$ cat config.mk
export PLATFORM = sky130hd
export DESIGN_NAME = alu_issue_ctrl_flat
export DESIGN_NICKNAME = d
export VERILOG_FILES = /design/src/rtl/alu_issue_ctrl_if.sv /design/src/rtl/alu_issue_ctrl.sv /design/src/flat_wrapper.sv
export SDC_FILE = /design/constraint.sdc
export NUM_CORES = 1
export LEC_CHECK = 0
export BUFFER_PORTS_ARGS = -buffer_cell sky130_fd_sc_hd__buf_2
export CAP_MARGIN = 25
export CORE_MARGIN = 8
export CORE_UTILIZATION = 45
export CTS_CLUSTER_SIZE = 8
export DETAILED_ROUTE_END_ITERATION = 10
export PLACE_DENSITY = 0.81
export SYNTH_ARGS = -nofsm -noshare
export SYNTH_HDL_FRONTEND = slang
export SYNTH_SLANG_ARGS = --single-unit
$ cat constraint.sdc
create_clock -name clk -period 1.93 [get_ports clk]
set_input_delay 0.4825 -clock clk [delete_from_list [all_inputs] [get_ports clk]]
set_output_delay 0.4825 -clock clk [all_outputs]
set_load 0.005 [all_outputs]
$ cat src/rtl/alu_issue_ctrl_if.sv
// Issue-stage bundle: upstream decode handshake, downstream
// issue payload handshake and the multi-cycle unit start/done pair.
interface alu_issue_ctrl_if #(
  parameter int XLEN = 32,
  parameter int OPW  = 5
);
  logic            in_valid;
  logic            in_ready;
  logic [31:0]     instr;
  logic [XLEN-1:0] pc;
  logic [XLEN-1:0] imm;
  logic [XLEN-1:0] rv1;
  logic [XLEN-1:0] rv2;
  logic            out_valid;
  logic            out_ready;
  logic [XLEN-1:0] i1;
  logic [XLEN-1:0] i2;
  logic [OPW-1:0]  opcode;
  logic            illegal;
  logic            md_start;
  logic            md_done;

  modport master (
    output in_valid, instr, pc, imm, rv1, rv2,
    output out_ready, md_done,
    input  in_ready, out_valid, i1, i2,
    input  opcode, illegal, md_start
  );

  modport slave (
    input  in_valid, instr, pc, imm, rv1, rv2,
    input  out_ready, md_done,
    output in_ready, out_valid, i1, i2,
    output opcode, illegal, md_start
  );
endinterface

$ cat src/rtl/alu_issue_ctrl.sv
// ALU issue control: decodes RV32I/M operands and ALU opcode,
// holds the payload for downstream and sequences multi-cycle ops.
module alu_issue_ctrl #(
  parameter int XLEN       = 32,
  parameter int OPW        = 5,
  parameter int MULDIV_EN  = 1,
  parameter int MD_TIMEOUT = 64
) (
  input logic             clk,
  input logic             reset,
  alu_issue_ctrl_if.slave bus
);
  localparam int CW = $clog2(MD_TIMEOUT + 1);
  localparam logic [OPW-1:0] OPC_BAD = OPW'(15);

  typedef enum logic [1:0] {IDLE, HOLD, MD_BUSY} state_t;

  state_t          state, state_d;
  logic [CW-1:0]   cnt, cnt_d;
  logic [XLEN-1:0] i1_q, i1_d, i2_q, i2_d;
  logic [OPW-1:0]  op_q, op_d;
  logic            ill_q, ill_d;
  logic            accept;

  logic [XLEN-1:0] dec_i1, dec_i2;
  logic [OPW-1:0]  dec_op;
  logic            dec_ill, dec_md;
  logic [2:0]      f3;
  logic            b30;
  logic            is_lui, is_auipc, is_jal, is_jalr;
  logic            is_br, is_ldst, is_op, is_opi;
  logic            is_m, is_mop, is_alu;
  logic            unused_bits;

  assign unused_bits = ^{bus.instr[24:15], bus.instr[11:7]};

  assign f3       = bus.instr[14:12];
  assign is_lui   = bus.instr[6:0] == 7'b0110111;
  assign is_auipc = bus.instr[6:0] == 7'b0010111;
  assign is_jal   = bus.instr[6:0] == 7'b1101111;
  assign is_jalr  = bus.instr[6:0] == 7'b1100111;
  assign is_br    = bus.instr[6:0] == 7'b1100011;
  assign is_ldst  = (bus.instr[6:0] == 7'b0000011)
                 || (bus.instr[6:0] == 7'b0100011);
  assign is_op    = bus.instr[6:0] == 7'b0110011;
  assign is_opi   = bus.instr[6:0] == 7'b0010011;
  assign is_m     = bus.instr[31:25] == 7'b0000001;
  assign is_mop   = is_op && is_m;
  assign is_alu   = (is_op && !is_m) || is_opi;
  // OP-IMM only uses instr[30] for shifts; elsewhere it is immediate data
  assign b30      = bus.instr[30] && (is_op || f3 == 3'b101);

  always_comb begin
    dec_i1  = bus.rv1;
    dec_i2  = bus.rv2;
    dec_op  = OPC_BAD;
    dec_ill = 1'b1;
    dec_md  = 1'b0;
    unique case (1'b1)
      is_lui: begin
        dec_i1  = bus.imm;
        dec_i2  = '0;
        dec_op  = '0;
        dec_ill = 1'b0;
      end
      is_auipc: begin
        dec_i1  = bus.imm;
        dec_i2  = bus.pc;
        dec_op  = '0;
        dec_ill = 1'b0;
      end
      is_jal: begin
        dec_i1  = bus.pc;
        dec_i2  = bus.imm;
        dec_op  = '0;
        dec_ill = 1'b0;
      end
      is_jalr: begin
        dec_i2  = bus.imm;
        dec_op  = '0;
        dec_ill = 1'b0;
      end
      is_ldst: begin
        dec_i1  = bus.imm;
        dec_i2  = bus.rv1;
        dec_op  = '0;
        dec_ill = 1'b0;
      end
      is_br: begin
        dec_ill = 1'b0;
        case (f3)
          3'b000:  dec_op = OPW'(12);
          3'b001:  dec_op = OPW'(13);
          3'b100:  dec_op = OPW'(3);
          3'b101:  dec_op = OPW'(11);
          3'b110:  dec_op = OPW'(4);
          3'b111:  dec_op = OPW'(10);
          default: dec_ill = 1'b1;
        endcase
      end
      is_mop: begin
        if (MULDIV_EN != 0) begin
          dec_op  = OPW'({2'b10, f3});
          dec_ill = 1'b0;
          dec_md  = 1'b1;
        end
      end
      is_alu: begin
        if (is_opi) dec_i2 = bus.imm;
        dec_ill = 1'b0;
        case ({b30, f3})
          4'b0000: dec_op = OPW'(0);
          4'b1000: dec_op = OPW'(1);
          4'b0001: dec_op = OPW'(2);
          4'b0010: dec_op = OPW'(3);
          4'b0011: dec_op = OPW'(4);
          4'b0100: dec_op = OPW'(5);
          4'b0101: dec_op = OPW'(6);
          4'b1101: dec_op = OPW'(7);
          4'b0111: dec_op = OPW'(8);
          4'b0110: dec_op = OPW'(9);
          default: dec_ill = 1'b1;
        endcase
      end
      default: ;
    endcase
  end

  assign bus.in_ready  = (state == IDLE)
                      || (state == HOLD && bus.out_ready);
  assign bus.out_valid = state == HOLD;
  assign bus.md_start  = (state == MD_BUSY) && (cnt == '0);
  assign bus.i1        = i1_q;
  assign bus.i2        = i2_q;
  assign bus.opcode    = op_q;
  assign bus.illegal   = ill_q;
  assign accept        = bus.in_valid && bus.in_ready;

  always_comb begin
    state_d = state;
    cnt_d   = cnt;
    i1_d    = i1_q;
    i2_d    = i2_q;
    op_d    = op_q;
    ill_d   = ill_q;
    unique case (state)
      IDLE, HOLD: begin
        if (accept) begin
          state_d = dec_md ? MD_BUSY : HOLD;
          cnt_d   = '0;
          i1_d    = dec_i1;
          i2_d    = dec_i2;
          op_d    = dec_op;
          ill_d   = dec_ill;
        end else if (state == HOLD && bus.out_ready) begin
          state_d = IDLE;
        end
      end
      MD_BUSY: begin
        if (bus.md_done) begin
          state_d = HOLD;
          cnt_d   = '0;
          ill_d   = 1'b0;
        end else if (cnt == CW'(MD_TIMEOUT - 1)) begin
          state_d = HOLD;
          cnt_d   = '0;
          op_d    = OPC_BAD;
          ill_d   = 1'b1;
        end else begin
          cnt_d   = cnt + 1'b1;
        end
      end
      default: state_d = IDLE;
    endcase
  end

  always_ff @(posedge clk) begin
    if (reset) begin
      state <= IDLE;
      cnt   <= '0;
      i1_q  <= '0;
      i2_q  <= '0;
      op_q  <= '0;
      ill_q <= 1'b0;
    end else begin
      state <= state_d;
      cnt   <= cnt_d;
      i1_q  <= i1_d;
      i2_q  <= i2_d;
      op_q  <= op_d;
      ill_q <= ill_d;
    end
  end
endmodule

$ cat src/flat_wrapper.sv
// flat-port wrapper written by rule: the top's interface ports become plain ports
module alu_issue_ctrl_flat 
#(
  parameter int XLEN       = 32,
  parameter int OPW        = 5,
  parameter int MULDIV_EN  = 1,
  parameter int MD_TIMEOUT = 64
)
  (clk, reset, bus_in_valid, bus_instr, bus_pc, bus_imm, bus_rv1, bus_rv2, bus_out_ready, bus_md_done, bus_in_ready, bus_out_valid, bus_i1, bus_i2, bus_opcode, bus_illegal, bus_md_start);
  alu_issue_ctrl_if #(.XLEN(XLEN), .OPW(OPW)) bus_i ();
  input logic clk;
  input logic reset;
  input wire logic [$bits(bus_i.in_valid)-1:0] bus_in_valid;
  input wire logic [$bits(bus_i.instr)-1:0] bus_instr;
  input wire logic [$bits(bus_i.pc)-1:0] bus_pc;
  input wire logic [$bits(bus_i.imm)-1:0] bus_imm;
  input wire logic [$bits(bus_i.rv1)-1:0] bus_rv1;
  input wire logic [$bits(bus_i.rv2)-1:0] bus_rv2;
  input wire logic [$bits(bus_i.out_ready)-1:0] bus_out_ready;
  input wire logic [$bits(bus_i.md_done)-1:0] bus_md_done;
  output wire logic [$bits(bus_i.in_ready)-1:0] bus_in_ready;
  output wire logic [$bits(bus_i.out_valid)-1:0] bus_out_valid;
  output wire logic [$bits(bus_i.i1)-1:0] bus_i1;
  output wire logic [$bits(bus_i.i2)-1:0] bus_i2;
  output wire logic [$bits(bus_i.opcode)-1:0] bus_opcode;
  output wire logic [$bits(bus_i.illegal)-1:0] bus_illegal;
  output wire logic [$bits(bus_i.md_start)-1:0] bus_md_start;
  assign bus_i.in_valid = bus_in_valid;
  assign bus_i.instr = bus_instr;
  assign bus_i.pc = bus_pc;
  assign bus_i.imm = bus_imm;
  assign bus_i.rv1 = bus_rv1;
  assign bus_i.rv2 = bus_rv2;
  assign bus_i.out_ready = bus_out_ready;
  assign bus_i.md_done = bus_md_done;
  assign bus_in_ready = bus_i.in_ready;
  assign bus_out_valid = bus_i.out_valid;
  assign bus_i1 = bus_i.i1;
  assign bus_i2 = bus_i.i2;
  assign bus_opcode = bus_i.opcode;
  assign bus_illegal = bus_i.illegal;
  assign bus_md_start = bus_i.md_start;
  alu_issue_ctrl #(.XLEN(XLEN), .OPW(OPW), .MULDIV_EN(MULDIV_EN), .MD_TIMEOUT(MD_TIMEOUT)) u_core (.clk(clk), .reset(reset), .bus(bus_i));
endmodule
==> flow_metrics.py, run 1 <==
metrics = {
    "setup_path": {
        "crit_path_max_fanout": 17,
        "critPathLaunch": "bus_instr[3]",
        "critPathCapture": "u_core.bus.i1[0]",
        "cp-start-kind": "primary input",
        "regToRegStartpoint": "u_core.state[0]",
        "arrival_ns": 2.09,
        "cp.required_ns": 2.16,
        "reg2reg_to": "u_core.bus.i2[24]",
        "critPathCaptureType": "flip-flop",
        "r2r_cells": 6,
        "r2r_slack_ns": 0.10,
        "crit_type": "primary input to flip-flop",
    },
    "yosys": {
        "synth_edf_count": 0,
        "synth-seq-area-share_pct": 36.8,
        "synth_top_area_share_pct": 36.8,
        "netlist_area_sq_um": 4300,
        "ys.flop_type": "dfxtp_1",
        "syn_avg_cell_area_sq_um": 8.45,
        "synthTopCellsByArea": "dfxtp_1, a221o_1, nor3_1",
        "yosys.area.top_type": "dfxtp_1",
        "synthCells": 509,
        "synthArstFlopShare_pct": 0,
        "ys_ff_latch": 79,
        "synth.distinct_cells": 50,
        "synth_warnings": 0,
        "synth_nets": 676,
    },
    "cells_and_area": {
        "final_layout_size_suffix_gt1_share_pct": 40.4,
        "syn2layout_area_growth_pct": 39.4,
        "fin_nets": 903,
        "final_core_util_pct": 64.9,
        "stdcell_area_sq_um": 6000,
        "num_antenna_cells": 0,
    },
    "die": {
        "fp.coreArea_sq_um": 9240,
        "fp.dieArea_sq_um": 12900,
        "die_y_microns": 114,
        "row_count": 35,
        "start_util_pct": 46.6,
        "die_width_microns": 114,
        "top_level_ports": 238,
    },
    "cts": {
        "cts_tree": "yes",
        "insertion_delay_ns": 0.35,
        "postCtsSetupBuffers": 0,
        "cts_max_level": 3,
        "numClockSinks": 79,
        "clk_pin_slew_worst_paths_ns": 0.10,
        "cts-root-buf": "clkbuf_8",
        "cts_buffer_depth": 2,
        "cts_buffers": 9,
        "holdBufCountCts": 0,
    },
    "drt": {
        "drt_wl_total_mm": 17.3,
        "wl_per_cell_microns": 19.8,
        "num_vias": 5300,
        "first_iter_violations": 582,
        "ant_nets": 0,
        "firstDrtPassIters": 5,
        "drcViolationCount": 0,
        "viasPerCell": 6.09,
    },
    "sta": {
        "grt_setup_unrepaired": "no",
        "slew-limit-headroom_pct": 59.8,
        "finalCritPeriodShare_pct": 96.4,
        "worstMarginPinSlew_ns": 0.601,
        "clock_skew_ns": 0.0130,
        "slew_viol_final": 0,
        "clock.fmax_mhz": 538,
        "min_period_ns": 1.86,
        "setup_viol": 0,
        "hold_viol": 0,
    },
    "placement": {
        "io_buffers": 222,
        "dp_hpwl_mm": 12.8,
        "dpl_cell_area_sq_um": 5780,
        "gp_congestion": 0.916,
    },
    "global_routing": {
        "grt_max_degree": 37,
        "globalRouteTotalUtil_pct": 25.3,
        "antenna_found_initial": 0,
        "grt_pass1_wl_mm": 26.7,
        "grt_pass1_vias": 5466,
        "grt_remaining_overflow": 0,
    },
    "worst_hold_path": {
        "hold_path.class": "primary input to flip-flop",
    },
    "flow_run": {
        "cap_violations": 0,
    },
    "power_and_ir_drop": {
        "p_leak_nw": 2.73,
        "p_per_area_nw_per_um2": 665,
        "ir_drop_mv": 0.361,
        "power.total_mw": 3.99,
    },
    "outcome": {
        "status": "finished, final reports clean",
    },
}
## where the power goes
group | internal, mW | total [mW] | switching (mW) | leakage [nW]
registers | 1.76 | 1.83 | 0.0704 | 0.654
logic | 0.463 | 0.952 | 0.489 | 1.99
clock network | 0.523 | 1.20 | 0.681 | 0.0914
## cell type report
class / instances / area, sq um
Multi-Input combinational cell: 375 / 2540
Clock buffer: 10 / 138
Tap cell: 129 / 161
Sequential cell: 79 / 1580
Fill cell: 815 / 3240
Timing Repair Buffer: 262 / 1490
Clock inverter: 6 / 52.6
Inverter: 9 / 33.8
## per-layer routing
layer | part of all wire (%) | global-route usage, %
met1 | 37 | 27.6
met3 | 11 | 7.29
met4 | 2.7 | 10.9
met5 | 0 | 0
met2 | 49 | 44.6
## cells by family (layout without fill, tap and decap cells)
family          Yosys count  after routing  share of synthesized area (%)
buf+inv                  56            287                           5.87
compound gates          168            168                           32.6
flops                    79             79                           36.8
simple gates            197            198                           22.7
mux                       1              1                          0.233
xor+xnor                  6              6                           1.22
fa+ha+maj                 2              2                          0.581
## sequential cells by signal (all words and copies together), names as in the netlist
signal	cells
u_core.bus.illegal	1
u_core.bus.opcode	5
u_core.state	2
u_core.cnt	7
u_core.bus.i2	32
u_core.bus.i1	32
## placed cells by master, fill, tap and decap left out, types with 3 or more instances in the layout
cell type,netlist,routed
xor2_1,4,4
a21oi_1,47,47
buf_2,18,222
o21ai_0,4,4
dfxtp_1,79,79
nand2_1,9,9
a221oi_1,27,27
a221o_1,64,64
nand4_1,4,4
nand3_1,5,5
nor2b_1,6,5
a221oi_2,6,6
nor3_4,0,3
a311oi_1,3,3
nand3b_1,3,3
nor2_1,81,79
buf_4,1,33
nor3_1,68,66
clkbuf_8,0,10
buf_12,0,6
inv_1,9,9
nand2b_1,5,5
## stage by stage
step           TNS [ns]  hold slack, ns  setup WS, ns  cells
6_report              0           0.440        0.0696    870
5_1_grt               0           0.442       0.00302    870
4_1_cts               0           0.428       0.00563    869
3_5_place_dp     -13.85           0.453        -0.373    853
3_3_place_gp     -10.64           0.445        -0.261    853
2_1_floorplan         0           0.440         0.111    509
## how the worst min path moves through the flow
| stage | cells after the start | to | from |
|---|---|---|---|
| 2_1_floorplan | 2 | u_core.cnt[6] | u_core.cnt[6] |
| 3_3_place_gp | 2 | u_core.bus.opcode[4] | u_core.bus.opcode[4] |
| 3_5_place_dp | 2 | u_core.bus.opcode[4] | u_core.bus.opcode[4] |
| 4_1_cts | 3 | u_core.bus.i1[4] | bus_rv1[4] |
| 5_1_grt | 3 | u_core.bus.i1[4] | bus_rv1[4] |
| 6_report | 3 | u_core.bus.i1[4] | bus_rv1[4] |
## cell usage after synthesis (3+ instances only)
cell,count
o21ai_0,4
nor2b_1,6
buf_2,18
a221oi_2,6
nand2_1,9
nand3_1,5
nor3_2,3
xor2_1,4
a221o_1,64
inv_1,9
a311oi_1,3
nor3_1,68
nand4_1,4
nand2b_1,5
a221oi_1,27
clkbuf_1,25
nand3b_1,3
a21oi_1,47
dfxtp_1,79
nor2_1,81
## critical path, cell delays in order
cell       delay, ns
buf_2           0.12
nand4b_1        0.28
o2bb2ai_4       0.30
buf_4           0.31
nor2_2          0.08
buf_4           0.22
a21oi_1         0.21
nor3_1          0.07
## repair_timing
action	4_1_cts	5_1_grt
setup endpoints to repair	1	30
pin swaps	1	1
gates resized for setup	0	4
gates cloned	0	1
(Power assumes the default switching activity.)
==> run 2, diff against run 1 <==
Settings changed: GPL_TIMING_DRIVEN set to 0, MAX_ROUTING_LAYER set to met4.
==> flow_metrics.py, run 2 (same netlist as run 1, synthesis figures left out) <==
metrics = {
    "outcome": {
        "status": "finished, final reports clean",
    },
    "setup_path": {
        "crit_path_max_fanout": 10,
        "reg2reg_to": "u_core.bus.i1[4]",
        "cp.required_ns": 2.16,
        "r2r_cells": 7,
        "cp-start-kind": "flip-flop",
        "critPathLaunch": "u_core.state[0]",
        "regToRegStartpoint": "u_core.state[0]",
        "crit_type": "flip-flop to flip-flop",
        "critPathCaptureType": "flip-flop",
        "arrival_ns": 2.12,
        "critPathCapture": "u_core.bus.i1[4]",
        "r2r_slack_ns": 0.04,
    },
    "cts": {
        "cts_buffer_depth": 2,
        "cts_tree": "yes",
        "clk_pin_slew_worst_paths_ns": 0.09,
        "cts_max_level": 3,
        "insertion_delay_ns": 0.36,
        "cts-root-buf": "clkbuf_8",
        "cts_buffers": 9,
        "numClockSinks": 79,
    },
    "drt": {
        "firstDrtPassIters": 6,
        "ant_nets": 0,
        "wl_per_cell_microns": 21.1,
        "drcViolationCount": 0,
        "num_vias": 5456,
        "drt_wl_total_mm": 18.5,
        "viasPerCell": 6.22,
        "first_iter_violations": 757,
    },
    "global_routing": {
        "grt_util_met2_pct": 45.9,
        "grt_remaining_overflow": 0,
        "top_usage_layer": "met2",
        "grtUsageMet3_pct": 5.92,
        "grt_pass1_vias": 5559,
        "antenna_found_initial": 0,
        "grt_pass1_wl_mm": 28.4,
        "grt_max_degree": 14,
        "use_met1_pct": 32.1,
        "globalRouteTotalUtil_pct": 28.0,
    },
    "cells_and_area": {
        "syn2layout_area_growth_pct": 38.6,
        "final_common_cell": "buf_2",
        "num_antenna_cells": 0,
        "fin_nets": 911,
        "final_layout_size_suffix_gt1_share_pct": 41.2,
        "final_cell_mix": "buf_2, nor2_1, dfxtp_1",
    },
    "placement": {
        "dp_hpwl_mm": 14.4,
        "dp_slack_ns": -0.627,
        "io_buffers": 220,
        "gp_congestion": 0.938,
    },
    "sta": {
        "min_period_ns": 1.89,
        "fin_ws_ns": 0.0440,
        "clock.fmax_mhz": 530,
        "worstMarginPinSlew_ns": 0.916,
        "setup_viol": 0,
        "slew_viol_final": 0,
        "hold_viol": 0,
        "holdWs_ns": 0.431,
        "slew-limit-headroom_pct": 38.4,
        "clock_skew_ns": 0.00920,
        "finalCritPeriodShare_pct": 97.7,
        "grt_setup_unrepaired": "yes",
    },
    "power_and_ir_drop": {
        "p_leak_nw": 2.72,
        "ir_drop_mv": 0.394,
        "p_per_area_nw_per_um2": 658,
    },
    "die": {
        "top_level_ports": 238,
        "fp.dieArea_sq_um": 12900,
        "fp.coreArea_sq_um": 9240,
        "start_util_pct": 46.6,
        "die_width_microns": 114,
        "die_y_microns": 114,
        "row_count": 35,
    },
    "worst_hold_path": {
        "hp-start": "bus_md_done",
        "hold_path.class": "primary input to flip-flop",
    },
    "flow_run": {
        "cap_violations": 0,
    },
}
run 2: changes by cell type in the layout (fill, tap and decap cells not counted), sizes merged:
cell / change
buf: -17
nor2: -1
clkinv: +1
inv: -3
clkbuf: +26
clkinvlp: +1
run 2: where the power goes:
group | internal (mW) | switching (mW)
clock | 0.460 | 0.629
combinational | 0.469 | 0.527
sequential | 1.76 | 0.0755
total | 2.69 | 1.23
run 2: critical path, cell delays in order (launching register included):
cell,delay (ns)
dfxtp_2,0.34
nor2b_4,0.14
or3_4,0.40
buf_8,0.15
buf_2,0.19
a221o_1,0.27
a21oi_1,0.18
nor3_1,0.07
run 2: how the worst min path moves through the flow:
stage / to / cells past startpoint
2_1_floorplan: u_core.cnt[6] / 2
3_3_place_gp: u_core.bus.opcode[4] / 2
5_1_grt: u_core.bus.i1[2] / 3
3_5_place_dp: u_core.bus.opcode[3] / 2
6_report: u_core.cnt[1] / 3
4_1_cts: u_core.cnt[1] / 3
run 2: routing by layer:
metal  vias to the layer above  routed length, microns
met5                         -                       0
met4                         0                     612
met3                        62                    1800
met2                       404                    8810
met1                      2534                    7240
li1                       2456                       -
run 2: through the flow:
step	cell area (sq um)	utilization [%]	TNS [ns]	power, mW	instances
finish	5970	64.6	0	3.92	877
global route	5970	64.6	-0.0458	4.10	877
CTS	5770	62.5	0	3.86	873
detailed placement	5570	60.2	-30.41	2.80	858
global placement	5570	60.2	-28.27	2.77	858
floorplan	4300	-	0	2.32	509
run 2: what timing repair did:
action | in CTS | in global routing
hold endpoints to repair | 0 | 0
setup endpoints to repair | 61 | 61
gates cloned | 0 | 2
setup buffers | 1 | 2
pin swaps | 1 | 3
resized for setup | 17 | 33
hold buffers | 0 | 0
run 2: cell type report:
type                            instances  area [sq um]
Buffer                                 46           249
Fill cell                             817          3270
Tap cell                              129           161
Clock buffer                           10           128
Timing Repair Buffer                  225          1190
Multi-Input combinational cell        374          2590
Inverter                                9          33.8
Sequential cell                        79          1580
Clock inverter                          5          36.3
==> run 3, diff against run 2 <==
Settings changed: RECOVER_POWER set to 100.
==> flow_metrics.py, run 3 (same netlist as run 1, synthesis figures left out) <==
metrics = {
    "outcome": {
        "status": "finished, final reports clean",
    },
    "setup_path": {
        "crit_path_max_fanout": 10,
        "crit_type": "flip-flop to flip-flop",
        "cp.required_ns": 2.15,
        "cp-start-kind": "flip-flop",
        "critPathCaptureType": "flip-flop",
        "arrival_ns": 2.13,
    },
    "cells_and_area": {
        "num_antenna_cells": 0,
        "final_cell_mix": "buf_2, nor2_1, dfxtp_1",
        "final_layout_size_suffix_gt1_share_pct": 34.1,
        "fin_nets": 911,
        "fin_cells": 877,
        "syn2layout_area_growth_pct": 37.1,
        "final_common_cell": "buf_2",
    },
    "sta": {
        "holdWs_ns": 0.440,
        "hold_viol": 0,
        "setup_tns_ns": 0,
        "worstMarginPinSlew_ns": 0.901,
        "setup_viol": 0,
        "clock_skew_ns": 0.00847,
        "finalCritPeriodShare_pct": 98.7,
        "min_period_ns": 1.91,
        "grt_setup_unrepaired": "yes",
        "clock.fmax_mhz": 525,
        "slew-limit-headroom_pct": 39.5,
        "slew_viol_final": 0,
    },
    "global_routing": {
        "grt_remaining_overflow": 0,
        "grt_pass1_vias": 5559,
        "antenna_found_initial": 0,
        "grt_max_degree": 14,
        "grt_pass1_wl_mm": 28.4,
        "globalRouteTotalUtil_pct": 28.0,
    },
    "worst_hold_path": {
        "hold_path.class": "primary input to flip-flop",
    },
    "placement": {
        "dp_hpwl_mm": 14.4,
        "dp_cells": 858,
        "gp_congestion": 0.938,
        "io_buffers": 220,
    },
    "cts": {
        "cts_buffer_depth": 2,
        "cts_max_level": 3,
        "holdBufCountCts": 0,
        "cts-root-buf": "clkbuf_8",
        "numClockSinks": 79,
        "clk_pin_slew_worst_paths_ns": 0.09,
        "cts_buffers": 9,
        "insertion_delay_ns": 0.35,
        "cts_tree": "yes",
    },
    "die": {
        "start_util_pct": 46.6,
        "row_count": 35,
        "fp.coreArea_sq_um": 9240,
        "top_level_ports": 238,
        "fp.dieArea_sq_um": 12900,
        "die_width_microns": 114,
        "die_y_microns": 114,
    },
    "drt": {
        "firstDrtPassIters": 6,
        "ant_nets": 0,
        "drcViolationCount": 0,
        "first_iter_violations": 698,
        "wl_per_cell_microns": 21.1,
        "viasPerCell": 6.24,
        "drt_wl_total_mm": 18.5,
        "num_vias": 5476,
    },
    "flow_run": {
        "cap_violations": 0,
    },
    "power_and_ir_drop": {
        "p_per_area_nw_per_um2": 661,
        "ir_drop_mv": 0.394,
        "p_leak_nw": 2.52,
    },
}
==> run 3: stage by stage <==
stage	worst slack, ns	util, %	total power, mW	instance area, sq um
global route	-0.0159	63.8	4.07	5900
global placement	-0.635	60.2	2.77	5570
detailed placement	-0.627	60.2	2.80	5570
CTS	0.00259	62.5	3.86	5770
finish	0.0247	63.8	3.90	5900
floorplan	0.111	-	2.32	4300
==> run 3: final cells by class <==
type	count	area, sq um
Multi-Input combinational cell	374	2590
Fill cell	844	3340
Buffer	46	249
Inverter	9	33.8
Sequential cell	79	1580
Tap cell	129	161
Clock buffer	10	128
Timing Repair Buffer	225	1120
Clock inverter	5	36.3
==> run 3: worst paths after layout <==
| path | start | endpoint | slack, ns | depth (start not counted) |
|---|---|---|---|---|
| hold reg to reg | u_core.bus.opcode[4] | u_core.bus.opcode[4] | 0.49 | 2 |
| setup / recovery | u_core.state[0] | u_core.bus.i2[12] | 0.02 | 6 |
| setup reg to reg | u_core.state[0] | u_core.bus.i2[12] | 0.02 | 6 |
| hold / removal | bus_md_done | u_core.cnt[1] | 0.44 | 3 |
==> run 3: what timing repair did <==
| item | in CTS | in global routing |
|---|---|---|
| setup buffers | 1 | 2 |
| hold endpoints to repair | 0 | 0 |
| endpoints found under the setup margin | 61 | 61 |
| gates resized for setup | 17 | 33 |
| gates cloned | 0 | 2 |
| pin swaps | 1 | 3 |
==> run 3: layer usage <==
layer,track usage [%],up-vias,part of all wire [%]
met2,45.9,415,48
met3,5.92,60,10
met5,-,-,0
met1,32.1,2536,39
li1,-,2465,-
met4,13.3,0,3.3
==> run 3: power by group <==
part           leakage (nW)  internal [mW]  total [mW]  switching (mW)
logic                  1.79          0.445       0.973           0.528
registers             0.655           1.76        1.84          0.0783
clock network        0.0744          0.460        1.08           0.624
==> run 3: worst max-delay path: stages, from the launching register on <==
cell and delay [ns]:
dfxtp_2 0.35, nor2b_4 0.14, or3_4 0.40, clkbuf_4 0.22, a221o_1 0.28, a221oi_1 0.29, nor3_1 0.09
